[config.mk]
export PLATFORM = sky130hd
export DESIGN_NAME = div_iter_unit_flat
export DESIGN_NICKNAME = d
export VERILOG_FILES = /design/src/rtl/div_iter_unit_if.sv /design/src/rtl/div_iter_unit.sv /design/src/flat_wrapper.sv
export SDC_FILE = /design/constraint.sdc
export NUM_CORES = 1
export LEC_CHECK = 0
export BUFFER_PORTS_ARGS = -buffer_cell sky130_fd_sc_hd__buf_2
export CAP_MARGIN = 10
export CORE_ASPECT_RATIO = 0.5
export CORE_MARGIN = 2
export CORE_UTILIZATION = 55
export DETAILED_ROUTE_END_ITERATION = 8
export GPL_ROUTABILITY_DRIVEN = 0
export GPL_TIMING_DRIVEN = 1
export MAX_ROUTING_LAYER = met4
export PLACE_DENSITY = 0.75
export SETUP_SLACK_MARGIN = 0.02
export SLEW_MARGIN = 25
export SYNTH_ARGS = -nofsm -noshare
export SYNTH_HDL_FRONTEND = slang
export SYNTH_SLANG_ARGS = --single-unit
[constraint.sdc]
create_clock -name clk -period 11.6 [get_ports clk]
set_input_delay 2.32 -clock clk [delete_from_list [all_inputs] [get_ports clk]]
set_output_delay 2.32 -clock clk [all_outputs]
set_load 0.01 [all_outputs]
[src/rtl/div_iter_unit_if.sv]
// Handshake between the EX-stage ALU (master) and the iterative divider (slave).
interface div_iter_unit_if #(
    parameter int DATA_W = 32
);
    logic                  div_start;
    logic                  div_sign;
    logic [DATA_W-1:0]     a;
    logic [DATA_W-1:0]     b;
    logic                  div_ready;
    logic [2*DATA_W-1:0]   div_result;
    logic                  div_busy;

    modport master (
        output div_start, div_sign, a, b,
        input  div_ready, div_result, div_busy
    );

    modport slave (
        input  div_start, div_sign, a, b,
        output div_ready, div_result, div_busy
    );
endinterface

[src/rtl/div_iter_unit.sv]
// Multi-cycle radix-2 restoring divider, signed/unsigned, result {rem, quo}.
// Divides magnitudes and fixes signs on the final step (C truncation).
// Optional feature macro: DIV_EARLY_OUT_EN -- finish in one cycle when
// |a| < |b|, skipping the iteration.
module div_iter_unit #(
    parameter int DATA_W = 32,
    parameter int CNT_W  = 6
) (
    input  logic             clk,
    input  logic             rst,
    div_iter_unit_if.slave   bus
);

    typedef enum logic [1:0] {S_IDLE, S_BUSY, S_DONE} state_t;

    state_t                r_state;
    logic [CNT_W-1:0]      r_cnt;
    logic [DATA_W-1:0]     r_rem;
    logic [DATA_W-1:0]     r_quo;   // holds the dividend; quotient bits shift in from the LSB
    logic [DATA_W-1:0]     r_div;
    logic                  r_qneg;
    logic                  r_rneg;
    logic                  r_ready;
    logic                  r_busy;
    logic [2*DATA_W-1:0]   r_result;

    logic                  w_a_neg;
    logic                  w_b_neg;
    logic [DATA_W-1:0]     w_a_abs;
    logic [DATA_W-1:0]     w_b_abs;
    logic [DATA_W:0]       w_rem_sh;
    logic [DATA_W:0]       w_trial;
    logic [DATA_W-1:0]     w_rem_nxt;
    logic [DATA_W-1:0]     w_quo_nxt;
    logic [DATA_W-1:0]     w_rem_fix;
    logic [DATA_W-1:0]     w_quo_fix;
    logic                  w_last;

    // Operand magnitudes, one restoring step, and the final sign fix-up.
    always_comb begin
        w_a_neg   = bus.div_sign & bus.a[DATA_W-1];
        w_b_neg   = bus.div_sign & bus.b[DATA_W-1];
        w_a_abs   = w_a_neg ? ({DATA_W{1'b0}} - bus.a) : bus.a;
        w_b_abs   = w_b_neg ? ({DATA_W{1'b0}} - bus.b) : bus.b;
        // Shifted remainder needs one extra bit: it can reach 2*divisor-1.
        w_rem_sh  = {r_rem, r_quo[DATA_W-1]};
        w_trial   = w_rem_sh - {1'b0, r_div};
        w_rem_nxt = w_trial[DATA_W] ? w_rem_sh[DATA_W-1:0] : w_trial[DATA_W-1:0];
        w_quo_nxt = {r_quo[DATA_W-2:0], ~w_trial[DATA_W]};
        w_quo_fix = r_qneg ? ({DATA_W{1'b0}} - w_quo_nxt) : w_quo_nxt;
        w_rem_fix = r_rneg ? ({DATA_W{1'b0}} - w_rem_nxt) : w_rem_nxt;
        w_last    = (r_cnt == CNT_W'(DATA_W - 1));
    end

    // Control FSM and datapath registers; ready/busy/result are registered.
    always_ff @(posedge clk or negedge rst) begin
        if (!rst) begin
            r_state  <= S_IDLE;
            r_cnt    <= '0;
            r_rem    <= '0;
            r_quo    <= '0;
            r_div    <= '0;
            r_qneg   <= 1'b0;
            r_rneg   <= 1'b0;
            r_ready  <= 1'b0;
            r_busy   <= 1'b0;
            r_result <= '0;
        end else begin
            case (r_state)
                S_IDLE: begin
                    r_ready <= 1'b0;
                    if (bus.div_start) begin
                        r_rem  <= '0;
                        r_quo  <= w_a_abs;
                        r_div  <= w_b_abs;
                        r_qneg <= bus.div_sign & (bus.a[DATA_W-1] ^ bus.b[DATA_W-1]);
                        r_rneg <= w_a_neg;
                        r_cnt  <= '0;
                        r_busy <= 1'b1;
                        if (bus.b == '0) begin
                            // Divide by zero: all-ones quotient, raw dividend as remainder.
                            r_result <= {bus.a, {DATA_W{1'b1}}};
                            r_ready  <= 1'b1;
                            r_state  <= S_DONE;
                        end
`ifdef DIV_EARLY_OUT_EN
                        else if (w_a_abs < w_b_abs) begin
                            r_result <= {bus.a, {DATA_W{1'b0}}};
                            r_ready  <= 1'b1;
                            r_state  <= S_DONE;
                        end
`endif
                        else begin
                            r_state <= S_BUSY;
                        end
                    end
                end
                S_BUSY: begin
                    if (!bus.div_start) begin
                        // ALU withdrew the request: abort silently, result untouched.
                        r_busy  <= 1'b0;
                        r_state <= S_IDLE;
                    end else begin
                        r_rem <= w_rem_nxt;
                        r_quo <= w_quo_nxt;
                        r_cnt <= r_cnt + 1'b1;
                        if (w_last) begin
                            r_result <= {w_rem_fix, w_quo_fix};
                            r_ready  <= 1'b1;
                            r_state  <= S_DONE;
                        end
                    end
                end
                S_DONE: begin
                    // Start may still be high here; it is ignored until IDLE.
                    r_ready <= 1'b0;
                    r_busy  <= 1'b0;
                    r_state <= S_IDLE;
                end
                default: begin
                    r_ready <= 1'b0;
                    r_busy  <= 1'b0;
                    r_state <= S_IDLE;
                end
            endcase
        end
    end

    assign bus.div_ready  = r_ready;
    assign bus.div_busy   = r_busy;
    assign bus.div_result = r_result;

endmodule

[src/flat_wrapper.sv]
// flat-port wrapper written by rule: the top's interface ports become plain ports
module div_iter_unit_flat 
#(
    parameter int DATA_W = 32,
    parameter int CNT_W  = 6
)
  (clk, rst, bus_div_start, bus_div_sign, bus_a, bus_b, bus_div_ready, bus_div_result, bus_div_busy);
  div_iter_unit_if #(.DATA_W(DATA_W)) bus_i ();
  input  logic clk;
  input  logic rst;
  input wire logic [$bits(bus_i.div_start)-1:0] bus_div_start;
  input wire logic [$bits(bus_i.div_sign)-1:0] bus_div_sign;
  input wire logic [$bits(bus_i.a)-1:0] bus_a;
  input wire logic [$bits(bus_i.b)-1:0] bus_b;
  output wire logic [$bits(bus_i.div_ready)-1:0] bus_div_ready;
  output wire logic [$bits(bus_i.div_result)-1:0] bus_div_result;
  output wire logic [$bits(bus_i.div_busy)-1:0] bus_div_busy;
  assign bus_i.div_start = bus_div_start;
  assign bus_i.div_sign = bus_div_sign;
  assign bus_i.a = bus_a;
  assign bus_i.b = bus_b;
  assign bus_div_ready = bus_i.div_ready;
  assign bus_div_result = bus_i.div_result;
  assign bus_div_busy = bus_i.div_busy;
  div_iter_unit #(.DATA_W(DATA_W), .CNT_W(CNT_W)) u_core (.clk(clk), .rst(rst), .bus(bus_i));
endmodule
==> impl_metrics.json, run 1 <==
{
  "grt_overflow": 0,
  "worstPathRequired_ps": 11990,
  "clk_pin_slew_ps": 80,
  "crit_chain": "buf_2 -> inv_1 -> ha_1 -> or3b_2 -> nor3_1 -> and2_1 -> nand2_1 -> nor3_1 -> a311oi_1 -> or2_1 -> inv_2 -> buf_4 -> nand2_1 -> nor2_1 -> mux2i_1 -> nand3_1",
  "layout_commonest_cell": "nand2_1",
  "dr_total_vias": 11800,
  "die_y_um": 110,
  "syn_area_sq_mm": 0.0123,
  "setup_viol": 0,
  "yosysSeqAreaShare_pct": 35.1,
  "async_flop_share_pct": 100,
  "dieArea_sq_mm": 0.0236,
  "io_pins": 134,
  "cts_tree": "yes",
  "yosys-top-cells-area": "dfrtp_1 35%, a21oi_1 6.9%, o21ai_0 6.0%",
  "crit_type": "primary input to register",
  "io_buffers": 133,
  "htree_num_levels": 4,
  "num_antenna_cells": 0,
  "worstMarginPinSlew_ps": 983,
  "worstPathArrival_ps": 6760,
  "synth_area_leader_cell": "dfrtp_1",
  "rsz0062_at_grt": "false",
  "area_delta_synth_final_pct": 10.9,
  "synthCells": 1536,
  "cellLeakagePower_nw": 5.86,
  "grt_pass1_wl_um": 57400,
  "nFillCells": 1944,
  "ant_nets": 0,
  "syn_nets": 1642,
  "cap_violations": 0,
  "hp-class": "register to register",
  "drive_above_1_share_pct": 13.5,
  "start_util_pct": 56.4,
  "firstDrtPassIters": 6,
  "clock-sinks": 172,
  "avgSynthCellArea_sq_um": 7.99,
  "period_share_pct": 54.9,
  "hold_viol": 0,
  "cts_buffers": 17,
  "hold_buffers": 0,
  "yosys_warnings": 0,
  "layout_common_cells": "182 x nand2_1, 175 x nor2_1, 172 x dfrtp_1, 170 x a21oi_1, 146 x o21ai_0",
  "row_count": 38,
  "drc": 0,
  "crit_fanout": 87,
  "cts.path.max_buffers": 2,
  "fp.coreArea_sq_mm": 0.0218,
  "max-slew-margin-rel_pct": 34.3,
  "first_global_vias": 10700,
  "vdd_drop_max_v": 0.000115,
  "start_kind": "primary input",
  "synth_edf_count": 0,
  "cpMaxStageDelayCell": "buf_4",
  "final_max_slew_viol_count": 0,
  "dieWidth_um": 215,
  "cp-end-kind": "register",
  "ctsResizeCount": 0,
  "clock_skew_ps": 15.7,
  "clkLatencyLatePin_ps": 450,
  "setup-tns-final_ps": 0,
  "grt_max_degree": 106,
  "synth_cell_types": 81,
  "cellPowerDensity_mw_per_mm2": 174,
  "final_net_count": 1718,
  "antenna_found_initial": 0,
  "track_usage_pct": 31.9,
  "yosysTopAreaCellShare_pct": 35.1,
  "viasPerCell": 6.15,
  "dp_hpwl_um": 26800,
  "clockRootBuffer": "clkbuf_16",
  "postCtsSetupRepairBufs": 0,
  "cp_slowest_stage_delay_ps": 640,
  "fmax_ghz": 0.157,
  "ys_ff_latch": 172,
  "path_buf_inv": 4,
  "first_iter_violations": 1692,
  "status": "completed",
  "hold_slack_ps": 484,
  "drt-total-wl_um": 36300,
  "synth_ff_type": "dfrtp_1",
  "final.min_clock_period_ps": 6370,
  "critPathTopFamily": "simple AND/OR/NAND/NOR gates",
  "wl_per_cell_um": 18.9
}
==> metrics by stage <==
step,util (%),power (W),setup WS (ps),instances,instance area [sq um]
2_1_floorplan,-,0.00149,6520,1536,12300
3_3_place_gp,59.8,0.00177,5090,1892,13000
3_5_place_dp,59.8,0.00180,4830,1892,13000
4_1_cts,62.4,0.00236,5290,1924,13600
5_1_grt,62.5,0.00252,4870,1925,13600
6_report,62.5,0.00237,5230,1925,13600
==> final timing paths <==
check / start / end / slack, ps / depth (start not counted)
worst max-delay path: bus_b[0] / u_core.bus.div_result[62] / 5230 / 16
worst min-delay path: u_core.bus.div_result[34] / u_core.bus.div_result[34] / 480 / 1
worst max register to register: u_core.r_quo[31] / u_core.bus.div_result[58] / 5640 / 22
worst min register to register: u_core.bus.div_result[34] / u_core.bus.div_result[34] / 480 / 1
max in group asynchronous: rst / u_core.r_rem[11] / 8250 / 3
min in group asynchronous: rst / u_core.r_div[28] / 1740 / 1
==> kinds of logic after synthesis <==
| family | Yosys count | share of synthesized area [%] |
|---|---|---|
| simple gates | 532 | 20.1 |
| compound gates | 489 | 24.1 |
| flops | 172 | 35.1 |
| buf+inv | 141 | 4.77 |
| xor+xnor | 131 | 9.35 |
| fa+ha+maj | 38 | 3.94 |
| mux | 33 | 2.73 |
==> synthesized netlist by cell type (6+ instances only) <==
library cell / number
a21o_1: 11
xor2_1: 68
and2_1: 11
nor3_1: 33
dfrtp_1: 172
o21bai_1: 6
a21oi_2: 6
nand2_1: 182
xnor2_1: 63
a21boi_0: 7
a22o_1: 6
nand2b_1: 12
nor4_1: 23
inv_1: 53
clkbuf_1: 57
nand3_1: 16
o31ai_1: 24
ha_1: 37
nor2_1: 177
a21oi_1: 170
or3_1: 20
a211oi_1: 9
o21ai_1: 9
or4_1: 6
buf_2: 21
o21ai_0: 146
a31oi_1: 35
and3_1: 10
o41ai_1: 13
mux2i_1: 29
==> flip-flops by register name (all words and copies together) (netlist names) <==
register               flops
u_core.bus.div_busy        1
u_core.r_qneg              1
u_core.bus.div_ready       1
u_core.r_div              32
u_core.bus.div_result     64
u_core.r_rneg              1
u_core.r_rem              32
u_core.r_cnt               6
u_core.r_quo              32
u_core.r_state             2
==> worst register-to-register path, stage by stage, from the launching register on <==
cell,delay (ps)
dfrtp_1,410
inv_1,130
ha_1,180
inv_1,50
fa_1,440
a211oi_2,300
o211ai_2,160
nand3_2,130
a21oi_2,100
o21a_4,310
nor2_8,560
inv_2,240
a21oi_1,410
ha_1,320
inv_1,80
nor3_1,300
nand2_1,90
a211oi_1,260
a41oi_1,160
a2111o_1,550
o31ai_1,320
xnor2_1,210
a21oi_1,110
==> power breakdown <==
group | internal (W) | switching, W
combinational | 0.000347 | 0.000542
clock | 0.000283 | 0.000274
sequential | 0.000773 | 0.000150
total | 0.00140 | 0.000965
==> layer usage <==
metal	share of wire, %	wire length [um]	up-vias	GRT usage, %
met5	0	0	-	-
met4	2.2	786	0	11.0
met3	8.5	3070	59	5.56
met2	43	15600	525	47.0
met1	46	16800	5646	44.6
li1	-	-	5614	-
==> final cells by class <==
class | count | area (sq um) | area share (%)
multi-input cells | 1223 | 7400 | 54.4
flip-flops and latches | 172 | 4300 | 31.6
repair buffers | 143 | 767 | 5.63
clock buffers | 18 | 429 | 3.15
well taps | 300 | 375 | 2.76
inverters | 55 | 206 | 1.52
clock inverters | 14 | 128 | 0.938
(Power assumes the default switching activity.)
==> run 2: changes to the inputs <==
- CORE_UTILIZATION: 55 -> 54
- PLACE_DENSITY: 0.75 -> 0.77
- clock period: 11.6 -> 5.75 ns (I/O delays scaled with it)
==> run 2 against run 1 <==
Compared with the run above:
- global-route usage up 0.19 points
- register-to-register slack worse by 4800 ps
- flip-flop and latch count unchanged
- non-clock buffer count up 6
- final cell count up 0.47%
- clock power up 110%
- core utilization down 0.32 points
- clock skew down 3.6 ps
- power up 100%
- sequential share of layout area down 0.11 points
- first-iteration DRC count down 20%
- hold slack better by 32 ps
- largest power group unchanged
==> impl_metrics.json, run 2 (synthesized netlist as in run 1, its figures left out) <==
{
  "status": "completed",
  "area_delta_synth_final_pct": 11.3,
  "drive_above_1_share_pct": 13.9,
  "clock-sinks": 172,
  "hold_viol": 0,
  "final_max_slew_viol_count": 0,
  "cp-end-kind": "register",
  "ant_nets": 0,
  "p_comb_share_pct": 37.3,
  "vdd_drop_max_v": 0.000214,
  "clk_pin_slew_ps": 80,
  "layout_commonest_cell": "nand2_1",
  "io_buffers": 133,
  "largest_reg_flops": 64,
  "setup-tns-final_ps": 0,
  "cts_tree": "yes",
  "clkLatencyLatePin_ps": 450,
  "htree_num_levels": 4,
  "grt_overflow": 0,
  "ctsResizeCount": 0,
  "final_net_count": 1724,
  "row_count": 38,
  "fp.coreArea_sq_mm": 0.0220,
  "rsz0062_at_grt": "false",
  "dr_total_vias": 11900,
  "die_y_um": 111,
  "cts.path.max_buffers": 2,
  "drt-total-wl_um": 37100,
  "dieWidth_um": 217,
  "final.min_clock_period_ps": 4950,
  "io_pins": 134,
  "first_global_vias": 11000,
  "cellPowerDensity_mw_per_mm2": 353,
  "crit_fanout": 11,
  "drc": 0,
  "worstPathRequired_ps": 6080,
  "start_kind": "register",
  "dieArea_sq_mm": 0.0240,
  "worstPathArrival_ps": 5280,
  "viasPerCell": 6.14,
  "final-instance-count-excl-fill": 1934,
  "clockRootBuffer": "clkbuf_16",
  "cap_violations": 0,
  "wl_per_cell_um": 19.2,
  "placedCellCount": 1899,
  "hold_buffers": 0,
  "p_switching_w": 0.00197,
  "p_sw_share_pct": 40.9,
  "antenna_found_initial": 3,
  "fmax_ghz": 0.202,
  "internal_power_w": 0.00285,
  "grt_pass1_wl_um": 59600,
  "layout_common_cells": "182 x nand2_1, 176 x nor2_1, 172 x dfrtp_1, 170 x a21oi_1, 146 x o21ai_0",
  "power.share.sequential_pct": 38.7,
  "crit_type": "register to register",
  "clkPwrFrac_pct": 24.0,
  "cts_buffers": 17,
  "setup_viol": 0,
  "period_share_pct": 86.0,
  "clock_skew_ps": 12.1,
  "nFillCells": 1969,
  "worst-r2r-setup-slack_ps": 800,
  "firstDrtPassIters": 6,
  "max-slew-margin-rel_pct": 32.3,
  "dp_hpwl_um": 27800,
  "postCtsSetupRepairBufs": 0,
  "first_iter_violations": 1358,
  "start_util_pct": 55.9,
  "track_usage_pct": 32.1,
  "worstMarginPinSlew_ps": 1010,
  "hp-class": "register to register",
  "cellLeakagePower_nw": 5.90,
  "grt_max_degree": 103
}
[run 2: critical path: stages, from the launching register on]
cell	delay, ps
dfrtp_1	440
ha_1	530
nand2_1	190
o21ai_2	240
a211oi_2	100
o21ai_2	260
o21a_4	330
nor2_8	60
inv_2	220
mux2i_1	330
ha_1	260
inv_1	70
nor3_1	240
nand2_1	90
a211oi_1	220
a41oi_1	140
a2111o_1	520
o31ai_1	330
xnor2_1	150
a21oi_1	80
[run 2: routing by layer]
metal	global-route usage (%)	part of all wire [%]	vias up
li1	-	-	5612
met1	45.3	45	5564
met2	45.9	43	601
met3	6.03	9.2	89
met4	11.3	2.7	0
met5	-	0	-
[run 2: worst paths after layout]
check | from | end | depth (start not counted)
max in group asynchronous | rst | u_core.r_quo[21] | 2
max reg2reg | u_core.r_rem[18] | u_core.bus.div_result[58] | 19
min | u_core.r_cnt[2] | u_core.r_cnt[2] | 1
min in group asynchronous | rst | u_core.r_div[30] | 1
max | u_core.r_rem[18] | u_core.bus.div_result[58] | 19
min reg2reg | u_core.r_cnt[2] | u_core.r_cnt[2] | 1
[run 2: power by group through the flow]
stage	clock network [W]	registers, W	logic, W
2_1_floorplan	0	0.00189	0.00112
3_3_place_gp	0	0.00187	0.00173
3_5_place_dp	0	0.00188	0.00178
4_1_cts	0.00116	0.00186	0.00179
5_1_grt	0.00121	0.00191	0.00199
6_report	0.00116	0.00187	0.00180
[run 2: cell type report]
| class | count | area, sq um | share of cell area, % |
|---|---|---|---|
| clock buffer | 18 | 439 | 3.21 |
| timing repair buffer | 149 | 792 | 5.80 |
| sequential | 172 | 4300 | 31.5 |
| inverter | 55 | 206 | 1.51 |
| multi-input combinational | 1223 | 7400 | 54.2 |
| tap | 300 | 375 | 2.75 |
| clock inverter | 14 | 136 | 0.998 |
| antenna | 3 | 7.51 | 0.0550 |
[run 2: through the flow]
stage | cell area (sq um) | worst slack (ps) | total power [W] | hold WS [ps] | util (%)
global route | 13700 | 351 | 0.00512 | 540 | 62.2
detailed placement | 13100 | 812 | 0.00366 | 493 | 59.5
global placement | 13100 | 1050 | 0.00360 | 480 | 59.5
floorplan | 12300 | 939 | 0.00301 | 469 | -
finish | 13700 | 804 | 0.00483 | 516 | 62.2
CTS | 13700 | 891 | 0.00481 | 510 | 62.2
==> run 3: changes to the inputs <==
- CORE_ASPECT_RATIO: 0.5 -> 0.75
- TNS_END_PERCENT: default -> 5
==> run 3 against run 2 <==
Compared with the run above:
- critical path depth is the same
- final cell count shrank 0.36%
- global-route usage grew 0.55 points
- fmax shrank 2.8%
- combinational power grew 2%
- sequential power is essentially flat
- final area grew 0.10%
- power grew 0.20%
- largest cell class unchanged
- highest routed layer unchanged
==> impl_metrics.json, run 3 (synthesized netlist as in run 1, its figures left out) <==
{
  "postCtsSetupRepairBufs": 0,
  "cellLeakagePower_nw": 5.91,
  "start_util_pct": 55.4,
  "setup-tns-final_ps": 0,
  "cp-end-kind": "register",
  "rsz0062_at_grt": "false",
  "io_pins": 134,
  "first_iter_violations": 1359,
  "ant_nets": 0,
  "hold_buffers": 0,
  "layout_commonest_cell": "nand2_1",
  "die_y_um": 135,
  "drc": 0,
  "hp-start": "u_core.bus.div_result[34]",
  "hp-class": "register to register",
  "p_switching_w": 0.00199,
  "dr_total_vias": 11900,
  "wl_per_cell_um": 19.3,
  "worstPathRequired_ps": 6060,
  "largest_reg_flops": 64,
  "setup_viol": 0,
  "final_net_count": 1727,
  "drt-total-wl_um": 37300,
  "htree_num_levels": 4,
  "reg2reg_from": "u_core.r_rem[17]",
  "antenna_found_initial": 0,
  "fmax_ghz": 0.196,
  "cts_tree": "yes",
  "grt_pass1_wl_um": 59200,
  "grt_overflow": 0,
  "crit_fanout": 15,
  "nFillCells": 1954,
  "cts_buffers": 17,
  "dieArea_sq_mm": 0.0240,
  "p_comb_share_pct": 38.0,
  "status": "completed",
  "start_kind": "register",
  "row_count": 47,
  "area_delta_synth_final_pct": 11.4,
  "worst-r2r-setup-slack_ps": 660,
  "cts.path.max_buffers": 2,
  "max-slew-margin-rel_pct": 34.3,
  "io_buffers": 133,
  "first_global_vias": 11000,
  "post-route-util_pct": 61.7,
  "clk_pin_slew_ps": 70,
  "fp.coreArea_sq_mm": 0.0222,
  "clkPwrFrac_pct": 23.7,
  "viasPerCell": 6.19,
  "clock_skew_ps": 18.8,
  "hold_viol": 0,
  "p_sw_share_pct": 41.1,
  "startpoint": "u_core.r_rem[17]",
  "clock-sinks": 172,
  "track_usage_pct": 32.6,
  "grt_max_degree": 103,
  "crit_type": "register to register",
  "final_max_slew_viol_count": 0,
  "worstPathArrival_ps": 5400,
  "power.share.sequential_pct": 38.3,
  "vdd_drop_max_v": 0.000205,
  "drive_above_1_share_pct": 14.0,
  "ctsResizeCount": 0,
  "layout_common_cells": "181 x nand2_1, 177 x nor2_1, 172 x dfrtp_1, 170 x a21oi_1, 146 x o21ai_0",
  "cap_violations": 0,
  "worstMarginPinSlew_ps": 985,
  "internal_power_w": 0.00285,
  "dp_hpwl_um": 27300,
  "period_share_pct": 88.5,
  "clockRootBuffer": "clkbuf_16",
  "num_antenna_cells": 0,
  "dieWidth_um": 178,
  "firstDrtPassIters": 5,
  "clkLatencyLatePin_ps": 450,
  "cellPowerDensity_mw_per_mm2": 354,
  "final.min_clock_period_ps": 5090
}
-- run 3: cell count changes in the layout (fill, tap and decap cells not counted), moves of 2 or more --
cell / change
inv_6: -5
clkinv_4: +3
buf_4: +2
inv_8: +2
diode_2: -3
-- run 3: stage by stage --
step / setup slack (ps) / power, W / cells / hold slack (ps) / cell area, sq um
3_3_place_gp: 924 / 0.00361 / 1896 / 464 / 13100
3_5_place_dp: 809 / 0.00366 / 1896 / 461 / 13100
6_report: 659 / 0.00484 / 1927 / 501 / 13700
4_1_cts: 788 / 0.00481 / 1927 / 492 / 13700
5_1_grt: 315 / 0.00514 / 1927 / 504 / 13700
2_1_floorplan: 939 / 0.00301 / 1536 / 469 / 12300
-- run 3: layout make-up --
cell class	instances	area, sq um	share of cell area (%)
repair buffers	152	827	6.05
clock buffers	17	425	3.11
well taps	294	368	2.69
clock inverters	14	144	1.05
multi-input cells	1223	7400	54.1
inverters	55	206	1.51
flip-flops and latches	172	4300	31.5
-- run 3: routing by layer --
| layer | GRT usage (%) | up-vias | part of all wire (%) | wire (um) |
|---|---|---|---|---|
| met2 | 44.2 | 567 | 42 | 15600 |
| met1 | 47.4 | 5674 | 45 | 16700 |
| met5 | - | - | 0 | 0 |
| li1 | - | 5609 | - | - |
| met3 | 8.00 | 82 | 10 | 3910 |
| met4 | 11.0 | 0 | 2.9 | 1090 |
-- run 3: worst max-delay path: stages, from the launching register on --
cell and delay (ps):
dfrtp_1 420, ha_1 510, nand2_1 220, o21ai_2 270, a211oi_2 110, o21ai_2 280
o21a_4 340, nor2_8 70, inv_2 240, mux2i_1 330, ha_1 270, inv_1 80
nor3_1 270, nand2_1 100, a211oi_1 210, a41oi_1 140, a2111o_1 540, o31ai_1 320
xnor2_1 150, a21oi_1 80
-- run 3: power by group through the flow --
stage	sequential [W]	clock [W]	combinational, W
final	0.00185	0.00115	0.00184
after floorplan	0.00189	0	0.00112
after global placement	0.00185	0	0.00176
after CTS	0.00184	0.00116	0.00182
after global routing	0.00189	0.00121	0.00204
after detailed placement	0.00186	0	0.00180
-- run 3: path summary, 6_finish.rpt --
check | endpoint | depth (start not counted)
hold reg to reg | u_core.bus.div_result[34] | 1
setup reg to reg | u_core.bus.div_result[58] | 19
setup / recovery | u_core.bus.div_result[58] | 19
min in group asynchronous | u_core.r_div[5] | 1
hold / removal | u_core.bus.div_result[34] | 1
max in group asynchronous | u_core.r_quo[4] | 2
